[config.mk]
export PLATFORM = sky130hd
export DESIGN_NAME = autosa_sdp_rdma_gearbox
export DESIGN_NICKNAME = d
export VERILOG_FILES = /design/src/rtl/autosa_sdp_pkg.sv /design/src/rtl/autosa_sdp_skid2.sv /design/src/rtl/autosa_sdp_rdma_gearbox.sv
export SDC_FILE = /design/constraint.sdc
export NUM_CORES = 1
export LEC_CHECK = 0
export ABC_AREA = 0
export CAP_MARGIN = 20
export CORE_AREA = 2 2 325 327
export CTS_BUF_LIST = sky130_fd_sc_hd__clkbuf_8
export DETAILED_ROUTE_END_ITERATION = 6
export DIE_AREA = 0 0 327 329
export PLACE_DENSITY = 0.63
export SETUP_SLACK_MARGIN = 0.15
export SYNTH_ARGS = -nofsm -noshare
export SYNTH_HDL_FRONTEND = slang
export SYNTH_SLANG_ARGS = --single-unit
[constraint.sdc]
create_clock -name autosa_core_clk -period 53.2 [get_ports autosa_core_clk]
set_input_delay 15.96 -clock autosa_core_clk [delete_from_list [all_inputs] [get_ports autosa_core_clk]]
set_output_delay 15.96 -clock autosa_core_clk [all_outputs]
set_load 0.01 [all_outputs]
[src/rtl/autosa_sdp_pkg.sv]
// Shared definitions for the SDP RDMA gearbox: segment-index sizing, legal ratio
// range and a saturating counter increment.
package autosa_sdp_pkg;

   localparam int RATIO_MIN = 1;
   localparam int RATIO_MAX = 64;
   localparam int SAT_W     = 64;

   // A single-segment gearbox still needs a 1-bit index port.
   function automatic int seg_width(input int ratio);
      return (ratio > 1) ? $clog2(ratio) : 1;
   endfunction

   // Increment that sticks at the all-ones value of a width-bit counter.
   function automatic logic [SAT_W-1:0] sat_inc(input logic [SAT_W-1:0] val, input int width);
      logic [SAT_W-1:0] top;
      top = (width >= SAT_W) ? '1 : ((SAT_W'(1) << width) - SAT_W'(1));
      return (val >= top) ? val : val + SAT_W'(1);
   endfunction

endpackage

[src/rtl/autosa_sdp_skid2.sv]
// Generic 2-entry registered skid buffer: output fully registered, in_rdy comes
// from a flop, so there is no combinational path from out_rdy back to in_rdy.
module autosa_sdp_skid2 #(
   parameter int W = 8
) (
   input  logic         clk,
   input  logic         rst_n,
   input  logic         in_vld,
   output logic         in_rdy,
   input  logic [W-1:0] in_data,
   output logic         out_vld,
   input  logic         out_rdy,
   output logic [W-1:0] out_data
);

   logic         skid_vld;
   logic [W-1:0] skid_data;
   logic         out_load;

   assign in_rdy   = !skid_vld;
   assign out_load = !out_vld || out_rdy;

   // NOTE: state flops use non-blocking assignments so every flop samples the
   // pre-edge values of the others, independent of process evaluation order.
   always_ff @(posedge clk or negedge rst_n) begin
      if (!rst_n) begin
         out_vld  <= 1'b0;
         skid_vld <= 1'b0;
      end else if (out_load) begin
         out_vld  <= skid_vld || in_vld;
         skid_vld <= 1'b0;
      end else if (in_vld && in_rdy) begin
         skid_vld <= 1'b1;
      end
   end

   // NOTE: payload registers carry no reset; they are only observed when the
   // matching valid flop is set, and leaving them unreset keeps the wide path cheap.
   always_ff @(posedge clk) begin
      if (out_load) begin
         out_data <= skid_vld ? skid_data : in_data;
      end else if (in_vld && in_rdy) begin
         skid_data <= in_data;
      end
   end

endmodule

[src/rtl/autosa_sdp_rdma_gearbox.sv]
// Wide-to-narrow unpacker for the SDP RDMA read-return path: one IW-bit word in,
// up to IW/OW segments out (lowest first), with optional registered skid output.
module autosa_sdp_rdma_gearbox
   import autosa_sdp_pkg::*;
#(
   parameter  int IW      = 512,
   parameter  int OW      = 256,
   parameter  int CW      = 1,
   parameter  int OUT_REG = 1,
   parameter  int CNTW    = 32,
   localparam int RATIO   = IW / OW,
   localparam int SEGW    = seg_width(RATIO)
) (
   input  logic            autosa_core_clk,
   input  logic            autosa_core_rstn,
   input  logic [SEGW-1:0] cfg_seg_num,
   input  logic            cfg_cnt_clr,
   input  logic            inp_pvld,
   output logic            inp_prdy,
   input  logic [IW+CW-1:0] inp_data,
   input  logic [SEGW-1:0] inp_nseg,
   output logic            out_pvld,
   input  logic            out_prdy,
   output logic [OW+CW-1:0] out_data,
   output logic            out_last,
   output logic [SEGW-1:0] out_seg_idx,
   output logic [CNTW-1:0] sts_word_cnt,
   output logic [CNTW-1:0] sts_stall_cnt
);

   localparam int              PW      = OW + CW + 1 + SEGW;
   localparam logic [SEGW-1:0] MAX_SEG = SEGW'(RATIO - 1);

   if ((IW % OW) != 0 || RATIO < RATIO_MIN || RATIO > RATIO_MAX || CNTW > SAT_W) begin : g_bad_cfg
      $error("autosa_sdp_rdma_gearbox: illegal IW/OW/CNTW combination");
   end

   logic [IW-1:0]   hold_data;
   logic [CW-1:0]   hold_ctrl;
   logic            hold_vld;
   logic [SEGW-1:0] cnt;
   logic [SEGW-1:0] lim;
   logic            hold_rdy;
   logic            seg_accept;
   logic            inp_accept;
   logic            is_last;
   logic [SEGW-1:0] cfg_clamped;
   logic [SEGW-1:0] new_lim;
   logic [OW-1:0]   seg_data;
   logic [CW-1:0]   ctrl_end;
   logic [PW-1:0]   pkt;
   logic [PW-1:0]   out_pkt;

   // NOTE: every always_comb output gets a default before any condition so no
   // path through the block leaves a value unassigned and infers a latch.
   always_comb begin
      cfg_clamped = cfg_seg_num;
      if (int'(cfg_seg_num) > RATIO - 1) cfg_clamped = MAX_SEG;
      new_lim = (inp_nseg < cfg_clamped) ? inp_nseg : cfg_clamped;
   end

   assign is_last    = (cnt == lim);
   assign seg_accept = hold_vld && hold_rdy;
   assign inp_prdy   = !hold_vld || (seg_accept && is_last);
   assign inp_accept = inp_pvld && inp_prdy;

   assign seg_data = OW'(hold_data >> (OW * int'(cnt)));
   assign ctrl_end = is_last ? hold_ctrl : '0;
   assign pkt      = {ctrl_end, seg_data, is_last, cnt};

   always_ff @(posedge autosa_core_clk or negedge autosa_core_rstn) begin
      if (!autosa_core_rstn) begin
         hold_vld <= 1'b0;
         cnt      <= '0;
         lim      <= '0;
      end else begin
         if (seg_accept) cnt <= is_last ? '0 : cnt + SEGW'(1);
         // The limit is frozen per word, so cfg changes only affect the next word.
         if (inp_accept) begin
            hold_vld <= 1'b1;
            lim      <= new_lim;
         end else if (seg_accept && is_last) begin
            hold_vld <= 1'b0;
         end
      end
   end

   always_ff @(posedge autosa_core_clk) begin
      if (inp_accept) begin
         hold_data <= inp_data[IW-1:0];
         hold_ctrl <= inp_data[IW +: CW];
      end
   end

   if (OUT_REG != 0) begin : g_skid
      autosa_sdp_skid2 #(.W(PW)) u_skid (
         .clk      (autosa_core_clk),
         .rst_n    (autosa_core_rstn),
         .in_vld   (hold_vld),
         .in_rdy   (hold_rdy),
         .in_data  (pkt),
         .out_vld  (out_pvld),
         .out_rdy  (out_prdy),
         .out_data (out_pkt)
      );
   end else begin : g_comb
      assign hold_rdy = out_prdy;
      assign out_pvld = hold_vld;
      assign out_pkt  = pkt;
   end

   assign {out_data, out_last, out_seg_idx} = out_pkt;

   always_ff @(posedge autosa_core_clk or negedge autosa_core_rstn) begin
      if (!autosa_core_rstn) begin
         sts_word_cnt  <= '0;
         sts_stall_cnt <= '0;
      end else if (cfg_cnt_clr) begin
         sts_word_cnt  <= '0;
         sts_stall_cnt <= '0;
      end else begin
         if (inp_accept) sts_word_cnt <= CNTW'(sat_inc(SAT_W'(sts_word_cnt), CNTW));
         if (out_pvld && !out_prdy) sts_stall_cnt <= CNTW'(sat_inc(SAT_W'(sts_stall_cnt), CNTW));
      end
   end

endmodule

# Word-level counts from Yosys, hierarchy flattened
# Cells that the tools add are included.
# word_totals
reg_bits,1100
in_bits,520
wordCells,54
# classes
order_cmp,3
n_mux,14
n_shift,1
reduce_logical,18
bitwise,1
eq_ne,3
n_addsub,3
# op_table
operator,count
512-bit by 9-bit >> shifter with 256-bit output,1
259-bit two-way mux,1
32-bit two-way mux,6
32-bit by 1-bit adder with 32-bit output (second input constant),2
32-bit >= comparator (second input constant),2
2-bit nonzero test,4
1-bit two-way mux,7
2-bit AND reduction,3
1-bit logical AND,4
1-bit zero test,4
2-bit != test (second input constant),2
1-bit logical OR,3
1-bit adder (second input constant),1
1-bit equality test,1
1-bit < comparator,1
1-bit inverter,1

# Longest topological paths before layout
# logic_depth
word_depth,7
mapped_depth,11
mapped_depth_nobuf,8

# By module
# From an unflattened synthesis, not the netlist that was laid out.
# hier_totals
cells_unflattened,2034
area_unflattened_um2,41808.8
# modules_own_cells
mod,cells_per_inst,instances,area_per_inst_um2
autosa_sdp_rdma_gearbox,1220,1,22317.7
autosa_sdp_skid2,814,1,19491.2

# Least setup slack after synthesis
# No wires, ideal clock.
# synth_path
path_type,input to register
start,input out_prdy
end,"register g_skid.u_skid.skid_data[0], enable pin"
stages,3
arrival_time_ps,55145
t_required_ps,47547
setup_ps,5653
slack_ps,-7598
path_cell_list,nand2b_1 -> clkbuf_1 -> nor3_1
# synth_between
elab_chain_len,3
# synth_rtl
item,line,text
start: declaration,autosa_sdp_rdma_gearbox.sv:23,"input logic out_prdy,"
1-bit logical OR,autosa_sdp_skid2.sv:21,assign out_load = !out_vld || out_rdy;
1-bit inverter (no source line),n/a,
2-bit AND reduction (no source line),n/a,
end signal: assignment,autosa_sdp_skid2.sv:43,skid_data <= in_data;
end: declaration,autosa_sdp_skid2.sv:17,logic [W-1:0] skid_data;
# Every way passes these cells.
# A chain may end at the register's enable or synchronous reset.

# Worst setup path after layout
# layout_path
start,register cnt
end,output inp_prdy
# layout_between
elab_chain_len,3
# layout_rtl
item,line,text
start: declaration,autosa_sdp_rdma_gearbox.sv:41,logic [SEGW-1:0] cnt;
start signal: assignment,autosa_sdp_rdma_gearbox.sv:77,if (seg_accept) cnt <= is_last ? '0 : cnt + SEGW'(1);
1-bit equality test,autosa_sdp_rdma_gearbox.sv:62,assign is_last = (cnt == lim);
named net g_skid.u_skid.in_data[1],autosa_sdp_skid2.sv:10,"input logic [W-1:0] in_data,"
1-bit logical AND,autosa_sdp_rdma_gearbox.sv:64,assign inp_prdy = !hold_vld || (seg_accept && is_last);
1-bit logical OR,autosa_sdp_rdma_gearbox.sv:64,
end: declaration,autosa_sdp_rdma_gearbox.sv:19,"output logic inp_prdy,"
# The timed path passes the listed nets, and every way through them passes these cells.

==> summary.md <==
| Metric | Value |
|---|---|
| Chip width | `327 um` |
| # hold bufs at CTS | `0` |
| Wirelength, routed | `approximately 110000 um` |
| CTS tree | `built` |
| Biggest cell delay along the critical path | `1050 ps` |
| Synthesis warning total | `0` |
| Clk_lat worst skew | `840 ps` |
| Total gr overflow | `0` |
| Final period utilization | `0.362` |
| Top delay family on crit path | `flip-flops` |
| Slew HR | `0.251` |
| CP max-delay cell | `dfrtp_4` |
| Hold Vio Cnt, Final | `0` |
| Worst setup skew after layout | `42.5 ps` |
| # rows | `between 100 and 150` |
| Gp weighted congestion | `roughly 0.87` |
| Leakage | `18.6 nW` |
| Worst slew pin tran | `roughly 1100 ps` |
| Syn Area/Cell | `approximately 20 um^2` |
| DP Wirelength | `slightly above 70000 um` |
| Cell-by-cell trace of the critical path | `inv_1, ha_1, nand2b_1, nand2_1, clkdlybuf4s50_1` |
| Cts repair resizes | `0` |
| Setup violators final | `0` |
| Clock buffer depth | `3` |
| Critical path endpoint category | `output port` |
| Core ar. | `0.104 mm^2` |
| CTS sink count | `1100` |
| I/O pin count | `845` |
| PwrDens | `around 50 mW/mm^2` |
| Synth cell types | `50` |
| Filler Cell Count | `8382` |
| Post-synth EDFFs | `a little over 1000` |
| Die height | `between 300 and 400 um` |
| Die area | `0.108 mm^2` |
| Final nets | `approximately 3600` |
| Asr flop ratio synth | `0.0627` |
| CTS buffer count | `between 150 and 200` |
| Synth Flop Type | `edfxtp_1` |
| Buffer and inverter count on the worst path | `2` |
| Worst VDD drop | `0.0349 mV` |
| Syn Inst Count | `just over 2000` |
| Slew Limit Fails | `0` |
| Number of synthesized register bits | `1100` |
| Setup Total Neg Slack | `0 ps` |
| Post-CTS Setup Bufs | `0` |
| Htree depth | `4` |
| CP arrival | `3280 ps` |
| Max frequency | `52.0 MHz` |
| WP data required | `37240 ps` |
| Most frequent cells in the layout | `edfxtp_1 (1031), clkdlybuf4s50_1 (842), mux2_2 (519), clkbuf_8 (191), dfrtp_1 (67)` |
| Non-Filler Instances | `4577` |
| Cells after DPL | `4232` |
| Drc violations | `0` |
| Status | `complete, no violations` |
| Gr usage total | `0.190` |
| Register area share after synthesis | `0.800` |
| Setup CP Type | `flop to output port` |
| Initial antenna violation count | `31` |
| Via-per-instance ratio | `just under 5` |
| First-pass GRT wire length | `151000 um` |
| Vias in the first global route | `approximately 24000` |
| Worst-path clk slew | `60 ps` |
| Syn_nets | `2570` |
| Worst Setup Start Kind | `flop` |
| RSZ-0062 raised after global routing | `no` |
| Pin count of the biggest net entering global routing | `between 100 and 150` |
| Final min period | `roughly 19000 ps` |
| Commonest non-fill, non-tap cell in the layout | `edfxtp_1` |
| Port bufs | `between 800 and 900` |
| Post-Syn Area | `0.0409 mm^2` |
| Share of layout cells above drive strength 1 | `0.252` |
| Critical path fanouts, max | `53` |
| Root Buffer Master | `clkbuf_8` |
| Synthesis-to-layout area growth | `33.2%` |
| Via count | `22344` |
| Pre-antenna DRT Iters | `5` |
| Antenna Nets Post-Route | `0` |
| Iter 0 DRT Violations | `1577` |
| Max Cap Violations | `0` |
| Hold Crit Class | `flop to flop` |
| Routed wire length per instance | `~23 um` |
| Initial core utilization | `0.392` |
==> area by class of cell <==
class                           instances  area [um^2]  share of cell area
Antenna cell                            9         22.5            0.000414
Clock buffer                          191         2630              0.0483
Clock inverter                        141          742              0.0136
Inverter                               11         48.8            0.000896
Multi-Input combinational cell        861         7870               0.145
Sequential cell                      1100        32700               0.601
Tap cell                             1391         1740              0.0320
Timing Repair Buffer                  873         8690               0.160
==> per-stage QoR <==
step / setup slack (ps) / hold WS (ps) / area, um^2 / utilization / total power [mW]
floorplan: 13950 / 423 / 40900 / - / 1.78
global placement: 33220 / 471 / 51000 / 0.488 / 2.02
detailed placement: 33050 / 476 / 51000 / 0.488 / 2.04
CTS: 33790 / 490 / 54400 / 0.521 / 2.74
global route: 33690 / 513 / 54400 / 0.522 / 2.83
finish: 33960 / 496 / 54400 / 0.522 / 2.70
==> path summary, 6_finish.rpt <==
path	end	cells after the start	startpoint	slack, ps
worst max-delay path	inp_prdy	5	cnt	33960
max in group asynchronous	g_skid.u_skid.skid_vld	2	autosa_core_rstn	37140
min in group asynchronous	sts_word_cnt[5]	2	autosa_core_rstn	15350
worst max register to register	hold_data[61]	8	cnt	48260
worst min register to register	lim	2	lim	500
worst min-delay path	lim	2	lim	500
==> registers in the layout, indices dropped and copies added (netlist names) <==
name / cells
g_skid.u_skid.out_data: 259
hold_vld: 1
g_skid.u_skid.skid_data: 259
hold_data: 512
cnt: 1
sts_word_cnt: 32
g_skid.u_skid.skid_vld: 1
g_skid.u_skid.out_vld: 1
lim: 1
hold_ctrl: 1
sts_stall_cnt: 32
==> where the power goes <==
group	leakage (nW)	switching, mW	internal (mW)
registers	10.8	0.0751	1.28
clock network	1.91	0.338	0.349
logic	5.87	0.335	0.324
==> worst min-delay path: stages, from the launching register on <==
cell,delay (ps)
dfrtp_1,360
nand2_1,50
nand2_1,50
==> kinds of logic (layout without fill, tap and decap cells) <==
kind of cell | after synthesis | count (layout) | synth area share
DFF | 1100 | 1100 | 0.800
buffers and inverters | 86 | 1216 | 0.00823
AOI/OAI and AO/OA | 94 | 94 | 0.0141
other | 0 | 9 | 0
muxes | 522 | 522 | 0.144
xor gates and xnor gates | 15 | 15 | 0.00321
and+or+nand+nor | 227 | 227 | 0.0301
adders and majority gates | 3 | 3 | 0.000918
==> cell usage after synthesis (all sizes together) (9+ instances only) <==
library cell / instances / area (um^2)
dfrtp: 69 / 1730
nand4: 18 / 128
nor4: 9 / 56.3
clkbuf: 54 / 203
a21oi: 35 / 175
nor2: 40 / 150
nand3: 25 / 125
inv: 11 / 41.3
o21ai: 32 / 160
or4: 15 / 116
edfxtp: 1031 / 31000
nor2b: 11 / 68.8
and3: 9 / 56.3
nand2: 45 / 169
o31ai: 10 / 93.8
buf: 21 / 92.6
mux2: 521 / 5870
or3: 29 / 181
==> routing by layer <==
metal,up-vias,GRT usage,share of wire
met2,840,0.325,0.51
met5,-,0,0.0022
met3,214,0.0771,0.090
met4,34,0.0835,0.037
li1,10120,-,-
met1,11136,0.210,0.37
No activity file was read; power rests on OpenSTA's default activity.
